<file path="config.mk">
export PLATFORM = sky130hd
export DESIGN_NAME = pipeline_hazard_ctrl
export DESIGN_NICKNAME = d
export VERILOG_FILES = /design/src/rtl/pipeline_hazard_ctrl.sv
export SDC_FILE = /design/constraint.sdc
export NUM_CORES = 1
export LEC_CHECK = 0
export CORE_AREA = 2 2 81 83
export CTS_CLUSTER_SIZE = 20
export DETAILED_ROUTE_END_ITERATION = 10
export DIE_AREA = 0 0 83 85
export PLACE_DENSITY = 0.67
export SLEW_MARGIN = 20
export SYNTH_ARGS = -nofsm -noshare
export SYNTH_HDL_FRONTEND = slang
export SYNTH_SLANG_ARGS = --single-unit
</file>
<file path="constraint.sdc">
create_clock -name clk -period 2.2 [get_ports clk]
set_input_delay 0.22 -clock clk [delete_from_list [all_inputs] [get_ports clk]]
set_output_delay 0.22 -clock clk [all_outputs]
set_load 0.02 [all_outputs]
</file>
<file path="src/rtl/pipeline_hazard_ctrl.sv">
// Pipeline control unit: load-use/RAW stalls, branch flush, memory-wait freeze with timeout abort,
// plus saturating stall/flush performance counters.
module pipeline_hazard_ctrl #(
  parameter int MEM_TIMEOUT = 15,
  parameter int TMR_W       = 8,
  parameter int CNT_W       = 16
) (
  input  logic             clk,
  input  logic             rst,
  input  logic             forward_en,
  input  logic [3:0]       id_src1,
  input  logic [3:0]       id_src2,
  input  logic             id_two_src,
  input  logic             id_uses_src1,
  input  logic [3:0]       ex_dst,
  input  logic             ex_wb_en,
  input  logic             ex_mem_read,
  input  logic [3:0]       mem_dst,
  input  logic             mem_wb_en,
  input  logic             branch_taken,
  input  logic             mem_req,
  input  logic             mem_ready,
  input  logic             cnt_clr,
  output logic             freeze_if,
  output logic             flush_id,
  output logic             flush_ex,
  output logic             freeze_all,
  output logic             mem_abort,
  output logic             mem_error,
  output logic [CNT_W-1:0] stall_cycles,
  output logic [CNT_W-1:0] flush_count
);

  typedef enum logic [1:0] {ST_RUN, ST_MEM_WAIT, ST_ABORT} state_t;

  state_t            state_reg, state_next;
  logic [TMR_W-1:0]  timer_reg, timer_next;
  logic              mem_error_reg, mem_error_set;
  logic [CNT_W-1:0]  stall_reg, flush_reg;
  logic              busy, match_ex, match_mem, hazard;

  assign busy      = mem_req & ~mem_ready;
  assign match_ex  = (id_uses_src1 & (id_src1 == ex_dst)) | (id_two_src & (id_src2 == ex_dst));
  assign match_mem = (id_uses_src1 & (id_src1 == mem_dst)) | (id_two_src & (id_src2 == mem_dst));
  // With forwarding only a load result still in EX cannot be bypassed in time.
  assign hazard    = forward_en ? (ex_mem_read & ex_wb_en & match_ex)
                                : ((ex_wb_en & match_ex) | (mem_wb_en & match_mem));

  always_ff @(posedge clk or negedge rst) begin
    if (!rst) begin
      state_reg <= ST_RUN;
      timer_reg <= '0;
    end else begin
      state_reg <= state_next;
      timer_reg <= timer_next;
    end
  end

  always_comb begin
    state_next    = state_reg;
    timer_next    = timer_reg;
    mem_error_set = 1'b0;
    case (state_reg)
      ST_RUN: begin
        if (busy) begin
          state_next = ST_MEM_WAIT;
          timer_next = TMR_W'(1);
        end
      end
      ST_MEM_WAIT: begin
        if (mem_ready) begin
          state_next = ST_RUN;
          timer_next = '0;
        end else if (timer_reg == TMR_W'(MEM_TIMEOUT)) begin
          state_next    = ST_ABORT;
          mem_error_set = 1'b1;
        end else begin
          timer_next = timer_reg + 1'b1;
        end
      end
      default: begin
        state_next = ST_RUN;
        timer_next = '0;
      end
    endcase
  end

  always_comb begin
    freeze_if  = 1'b0;
    flush_id   = 1'b0;
    flush_ex   = 1'b0;
    freeze_all = 1'b0;
    mem_abort  = 1'b0;
    case (state_reg)
      ST_RUN: begin
        freeze_all = busy;
        if (!busy) begin
          if (branch_taken) begin
            flush_id = 1'b1;
            flush_ex = 1'b1;
          end else if (hazard) begin
            freeze_if = 1'b1;
            flush_ex  = 1'b1;
          end
        end
      end
      ST_MEM_WAIT: begin
        freeze_all = busy;
        if (!busy && branch_taken) begin
          flush_id = 1'b1;
          flush_ex = 1'b1;
        end
      end
      default: mem_abort = 1'b1;
    endcase
  end

  // Clear takes priority over both counting and a timeout flagged in the same cycle.
  always_ff @(posedge clk or negedge rst) begin
    if (!rst) begin
      stall_reg     <= '0;
      flush_reg     <= '0;
      mem_error_reg <= 1'b0;
    end else if (cnt_clr) begin
      stall_reg     <= '0;
      flush_reg     <= '0;
      mem_error_reg <= 1'b0;
    end else begin
      if ((freeze_if | freeze_all) && (stall_reg != '1))
        stall_reg <= stall_reg + 1'b1;
      if (flush_id && (flush_reg != '1))
        flush_reg <= flush_reg + 1'b1;
      if (mem_error_set)
        mem_error_reg <= 1'b1;
    end
  end

  assign mem_error    = mem_error_reg;
  assign stall_cycles = stall_reg;
  assign flush_count  = flush_reg;

endmodule

</file>
Word level (Yosys, flattened, before mapping)
Cells that the tools add are included.

Flip-flop bits (word level): 43. Input bits: 28. Output and inout bits: 38. Word-level logic and storage cells: 75.

Reduce and logical (&&, ||, !) cells: 11. Bitwise gates (word level): 14. $add $sub $neg: 3. Equality and inequality tests: 11. Muxes and demuxes: 31.

Operators with widths (number): $mux W16 (4); $add A16 B1 Y16 const B (2); $ne A16 B16 Y1 const B (2); $mux W8 (3); $mux W1 (17); $eq A4 B4 Y1 (4); $pmux W8 S2 (1); $and A1 B1 Y1 (9); $add A8 B1 Y8 const B (1); $eq A8 B4 Y1 const B (1); $mux W2 (3); $ne A3 B3 Y1 const B (2); $reduce_bool A2 Y1 (3); $or A1 B1 Y1 (4); $pmux W1 S2 (2); $pmux W2 S2 (1); $reduce_and A2 Y1 (2); $logic_and A1 B1 Y1 (3); $eq A2 B1 Y1 const B (1); $logic_not A2 Y1 (1); $ne A2 B2 Y1 const B (1); $reduce_or A2 Y1 (1); $logic_not A1 Y1 (1); $not A1 Y1 (1).

Longest topological paths before layout
Gate-level depths: netlist of the first run.

Depth after elaboration: 14. Depth in mapped cells: 9.

Worst setup path before layout of the first run
OpenSTA, ideal clock, no wires.

Path kind: flip-flop to flip-flop. Start: register stall_reg[3] (netlist: stall_cycles[3]). End: register stall_reg[1] (netlist: stall_cycles[1]). Arrival time: 2.014 ns. Clock period less this slack: 2.146 ns. Stages on the path, launching flop included: 10. Data required time: 2.068 ns. Library setup time: 0.132 ns. Buffers on the path: 1. Setup slack: 0.054 ns. Path through: dfrtp_1 -> nand3_1 -> nor2_2 -> nand4_2 -> nor3_1 -> nand4_1 -> o21ai_4 -> buf_6 -> mux2i_1 -> nor2_1.

Longest elaborated chain between the ends: 3.

RTL lines: start, declared (line 39) `logic [CNT_W-1:0] stall_reg, flush_reg;`; start signal, assigned (line 130) `stall_reg <= stall_reg + 1'b1;`; $ne A16 B16 Y1 (line 129) `if ((freeze_if | freeze_all) && (stall_reg != '1))`; $logic_and A1 B1 Y1 (line 129); $reduce_bool A2 Y1 (no source line).

Every way passes these cells. A chain may end at the register's enable or synchronous reset.

Final worst setup path of the first run
Start: input mem_wb_en. End: register stall_reg[9] (netlist: stall_cycles[9]).

Longest elaborated chain between the ends: 10.

RTL lines: start, declared (line 19) `input logic mem_wb_en,`; $and A1 B1 Y1 (line 47) `: ((ex_wb_en & match_ex) | (mem_wb_en & match_mem));`; $or A1 B1 Y1 (line 47); $mux W1 (line 46) `assign hazard = forward_en ? (ex_mem_read & ex_wb_en & match_ex)`; $mux W1 (line 101) `end else if (hazard) begin`; $mux W1 (line 98) `if (branch_taken) begin`; $mux W1 (line 97) `if (!busy) begin`; $mux W1 (line 94) `case (state_reg)`; $or A1 B1 Y1 (line 129); $logic_and A1 B1 Y1 (line 129); $reduce_bool A2 Y1 (no source line).

Every way passes these cells.

==> results of run 1 <==
power breakdown:
group / switching, uW / internal, uW
registers: 20.1 / 809
clock network: 270 / 287
logic: 138 / 138
routing by layer:
layer	wire, um	vias to the layer above
li1	-	1093
met1	2640	1062
met2	3200	45
met3	219	10
met4	100	0
met5	0	-
critical path, cell delays in order:
cell and delay [ns]:
clkdlybuf4s50_1 0.45, nor2b_4 0.15, nand3_2 0.10, nor4_2 0.29, a31oi_2 0.10, a31oi_4 0.24
o21ai_4 0.12, buf_6 0.14, or4_1 0.46, a21oi_1 0.13
metrics by stage:
stage	std cells	utilization [%]	hold slack (ns)	cell area, sq um
final	429	57.4	0.415	3560
after global placement	417	53.9	0.226	3340
after floorplan	250	-	-0.0756	2390
after global routing	429	57.4	0.467	3560
after CTS	426	55.6	0.430	3450
after detailed placement	417	53.9	0.230	3340
final timing paths:
check,startpoint,to
max,mem_wb_en,stall_cycles[9]
min,rst,state_reg[0]
max reg2reg,stall_cycles[5],stall_cycles[1]
min reg2reg,mem_error,mem_error
max in group asynchronous,rst,timer_reg[5]
min in group clk,mem_error,mem_error
area by class of cell:
class / count / area (sq um) / area share, %
multi-input cells: 193 / 1300 / 36.6
clock buffers: 8 / 100 / 2.81
well taps: 77 / 96.3 / 2.70
inverters: 8 / 30.0 / 0.843
repair buffers: 100 / 957 / 26.9
flip-flops and latches: 43 / 1080 / 30.2
synth_stat cells:
cell / instances / area [sq um]
nand4_1: 12 / 75.1
buf_6: 1 / 11.3
xor2_1: 30 / 263
nand4_2: 1 / 12.5
nor2_1: 32 / 120
or4_1: 5 / 37.5
and3_1: 7 / 43.8
xnor2_1: 9 / 78.8
a21oi_1: 14 / 70.1
o31ai_1: 5 / 37.5
or3_1: 6 / 37.5
o21ai_0: 10 / 50.1
mux2i_1: 2 / 20.0
clkbuf_1: 5 / 18.8
o21a_1: 1 / 7.51
ha_1: 3 / 37.5
a31oi_1: 3 / 18.8
a311oi_1: 1 / 8.76
nor3_1: 2 / 10.0
a31oi_4: 2 / 42.5
dfrtp_1: 43 / 1080
o211ai_1: 1 / 7.51
nand2_1: 15 / 56.3
nor4_1: 4 / 25.0
nand3_1: 13 / 65.1
a21boi_0: 1 / 7.51
and4_1: 3 / 26.3
nor2_2: 1 / 6.26
mux2_2: 1 / 11.3
o21ai_4: 1 / 16.3
o2111ai_1: 2 / 17.5
and2_1: 1 / 6.26
nor2b_1: 2 / 12.5
nand2b_1: 1 / 6.26
nand3b_1: 2 / 15.0
inv_1: 8 / 30.0
cell families (layout without fill, tap and decap cells):
| kind of cell | Yosys count | in the layout |
|---|---|---|
| muxes | 3 | 3 |
| and+or+nand+nor | 107 | 107 |
| adders and majority gates | 3 | 3 |
| DFF | 43 | 43 |
| xor gates and xnor gates | 39 | 39 |
| AOI/OAI and AO/OA | 41 | 41 |
| buffers and inverters | 14 | 116 |
timing repair:
item | 4_1_cts | 5_1_grt
hold buffers | 1 | 0
endpoints found under the setup margin | 2 | 16
gates resized for setup | 3 | 29
hold endpoints to repair | 21 | 0
cloned | 0 | 0
buffers inserted | 0 | 3
pin swaps | 0 | 10
==> flow_summary.toml, run 1 <==
[status]
status = "finished clean"

[global_route]
grt_pass1_vias = 2151
met1_usage_pct = 22.8
grt_busiest_layer = "met2"
track_usage_pct = 17.8
grt.met3_usage_pct = 3.50
gr-usage-met2_pct = 29.8
antenna_found_initial = 0
overflow = 0
grt_pass1_wl_mm = 10.2
grt_start_max_net_pins = 23

[logic_synthesis]
ys_seq_elements = 43
synth.mux.area_fraction_pct = 1.31
synth_cells = 250
yosys.area_share.simple_pct = 23.3
yosysSeqAreaShare_pct = 45.1
synth_compound_area_share_pct = 11.9
synth_cell_types = 36
yosysWarningCount = 0
synth_adder_area_share_pct = 1.57
avgSynthCellArea_sq_um = 9.54
syn-num-nets = 281
netlist_area_sq_mm = 0.00239
synth_top_family_by_area = "simple AND/OR/NAND/NOR gates"
synth-xor-area-share_pct = 14.3

[timing]
max_freq_ghz = 0.459
finalWorstPathRequiredPeriod_ns = 2.18
slew_viol_final = 0
tightest_slew_ns = 0.528
finalWorstSetupSlack_ns = 0.0193
fin_setup_tns_ns = 0
fin_skew_ns = 0.0118
max_slew_margin_pct = 64.8
hold_viol = 0
setup_viol = 0
finalCritPeriodShare_pct = 99.1

[power_and_ir_drop]
ir_drop_uv = 270
power-per-cell-area_mw_per_mm2 = 466
p_total_uw = 1660
p_leak_uw = 0.00163

[critical_path]
crit_type = "input port to flip-flop"
r2r.worst_path.cells = 9
start_kind = "input port"
setup.worst_path.end_class = "flip-flop"
regToRegSetupSlack_ns = 0.13
critPathArrivalTime_ns = 2.42
required_ns = 2.44
critPathMaxFanout = 7

[clock_network]
cts_buffers = 5
clockBufferDepth = 2
cts-root-buf = "clkbuf_8"
cts_tree = "done"
htree_levels = 2
clk_latency_ns = 0.31
cts.clk_slew.worst_paths_ns = 0.09
cts.sinks = 43

[drt]
drc = 0
drtIter0Drc = 60
dr.pass1.iters = 4
vias_per_cell = 5.15
vias = 2210
routedWlPerCell_um = 14.4
drt.antenna.violating_nets = 0
drt_wl_total_mm = 6.16

[floorplan]
rows = 29
fp.dieH_um = 85
die_w_um = 83
io_pins = 66
initial_core_util_pct = 38.5
die_area_sq_mm = 0.00706
core-area_sq_mm = 0.00620

[final_layout]
n_fill_cell = 542
layout_common_cells = "clkdlybuf4s50_1 (48), dfrtp_1 (43), nor2_1 (32), buf_4 (32), xor2_1 (30)"
antenna_cells = 0
nets = 382
area_delta_synth_final_pct = 49.3
final_common_cell = "clkdlybuf4s50_1"
drive_gt1_share_pct = 16.5

[placement]
hpwlAfterDp_mm = 4.49
place.gp.congestion = 0.874
pre_cts_ws_ns = -0.312
io_buffers = 65

[worst_hold_path]
hold_class = "input port to asynchronous set/reset pin"

[run]
cap_violations = 0
Note: power is estimated with default switching activity, not from simulation.
==> run 2: changes to the inputs <==
==> constraint.sdc (replaced) <==
create_clock -name clk -period 2.2 [get_ports clk]
set_input_delay 0.22 -clock clk [delete_from_list [all_inputs] [get_ports clk]]
set_output_delay 0.22 -clock clk [all_outputs]
set_load 0.1 [all_outputs]
==> flow_summary.toml, run 2 (synthesized netlist as in run 1, its figures left out) <==
[status]
status = "finished clean"

[critical_path]
setup.worst_path.end_class = "flip-flop"
critPathMaxFanout = 6
crit_type = "input port to flip-flop"
critPathArrivalTime_ns = 2.39
r2r.worst_path.cells = 10
required_ns = 2.42
start_kind = "input port"

[final_layout]
final_common_cell = "buf_4"
antenna_cells = 0
seq_area_sq_mm = 0.00112
multi_input_comb_area_sq_mm = 0.00135
layout_common_cells = "buf_4 (63), nor2_1 (32), xor2_1 (30), dfrtp_1 (21), dlymetal6s2s_1 (18)"
drive_gt1_share_pct = 33.9
area_delta_synth_final_pct = 49.2
stdcell_count = 425
nets = 378
n_fill_cell = 556

[floorplan]
fp.dieH_um = 85
die_area_sq_mm = 0.00706
rows = 29
die_w_um = 83
io_pins = 66
core-area_sq_mm = 0.00620
initial_core_util_pct = 38.5

[drt]
drt.antenna.violating_nets = 0
drtIter0Drc = 150
drt_wl_total_mm = 6.06
routedWlPerCell_um = 14.3
vias_per_cell = 5.28
dr.pass1.iters = 4
vias = 2244
drc = 0

[timing]
setup_viol = 0
slew_viol_final = 0
finalCritPeriodShare_pct = 98.5
tightest_slew_ns = 0.570
max_slew_margin_pct = 62.0
finalWorstSetupSlack_ns = 0.0320
fin_setup_tns_ns = 0
finalWorstPathRequiredPeriod_ns = 2.17
fin_skew_ns = 0.0111
max_freq_ghz = 0.461
whs_ns = 0.000282
hold_viol = 0

[placement]
io_buffers = 65
placedCellCount = 409
pre_cts_ws_ns = -0.245
place.gp.congestion = 0.835
hpwlAfterDp_mm = 4.33

[power_and_ir_drop]
power-per-cell-area_mw_per_mm2 = 471
p_leak_uw = 0.00169
p_total_uw = 1680
ir_drop_uv = 331

[clock_network]
clockBufferDepth = 2
htree_levels = 2
cts_buffers = 5
cts.sinks = 43
cts.clk_slew.worst_paths_ns = 0.08
cts-root-buf = "clkbuf_8"
clk_latency_ns = 0.30
ctsHoldBuffers = 0
cts_tree = "done"

[global_route]
track_usage_pct = 17.0
grt_pass1_vias = 2159
grt_start_max_net_pins = 44
overflow = 0
grt_pass1_wl_mm = 9.80
antenna_found_initial = 0

[run]
cap_violations = 0

[worst_hold_path]
hold_class = "input port to asynchronous set/reset pin"
run 2: cell types whose count changed in the layout (fill, tap and decap cells not counted), moves of 2 or more:
| cell | previous run | this run |
|---|---|---|
| dlymetal6s2s_1 | 14 | 18 |
| dfrtp_2 | 0 | 14 |
| and3_4 | 0 | 2 |
| dfrtp_4 | 0 | 8 |
| clkbuf_8 | 7 | 5 |
| dfrtp_1 | 43 | 21 |
| buf_4 | 32 | 63 |
| and3_1 | 7 | 5 |
| clkdlybuf4s50_1 | 48 | 8 |
| buf_12 | 1 | 4 |
run 2: where the power goes:
part,switching (uW),internal [uW],leakage (uW)
combinational,198,140,0.00109
sequential,25.8,809,0.000555
clock,280,222,0.0000412
total,503,1170,0.00169
run 2: path summary, 6_finish.rpt:
check                                 from               end  slack, ns
max                             id_src1[3]   stall_cycles[7]       0.03
max in group asynchronous              rst    flush_count[7]       1.76
max reg2reg                stall_cycles[3]  stall_cycles[13]       0.14
min in group clk                 mem_error         mem_error       0.52
min reg2reg                      mem_error         mem_error       0.52
min                                    rst   stall_cycles[5]     0.0003
run 2: final cells by class:
| cell class | instances | area share, % |
|---|---|---|
| clock inverter | 2 | 0.351 |
| clock buffer | 6 | 2.04 |
| inverter | 8 | 0.844 |
| timing repair buffer | 95 | 24.6 |
| multi-input combinational | 194 | 37.9 |
| sequential | 43 | 31.6 |
| tap | 77 | 2.71 |
run 2: routing by layer:
| layer | track usage [%] | part of all wire (%) | up-vias |
|---|---|---|---|
| met5 | 0 | 0 | - |
| met4 | 4.17 | 1.2 | 0 |
| met3 | 5.45 | 8.2 | 8 |
| met2 | 27.8 | 46 | 84 |
| met1 | 21.9 | 45 | 1066 |
| li1 | - | - | 1086 |
run 2: critical path: stages:
cell and delay [ns]:
clkdlybuf4s50_1 0.44, xor2_1 0.21, nor4_4 0.24, a31oi_2 0.09, a31oi_4 0.29, o21ai_4 0.13
buf_6 0.13, or4_1 0.49, a21oi_1 0.13
run 2: stage by stage:
step                instance area (sq um)  utilization [%]
detailed placement                   3310             53.4
global placement                     3310             53.4
finish                               3560             57.4
floorplan                            2470                -
global route                         3560             57.4
CTS                                  3400             54.8
run 2: timing repair:
item                                    4_1_cts  5_1_grt
gates resized for setup                       0       28
endpoints found under the setup margin        0       11
buffers inserted                              0        7
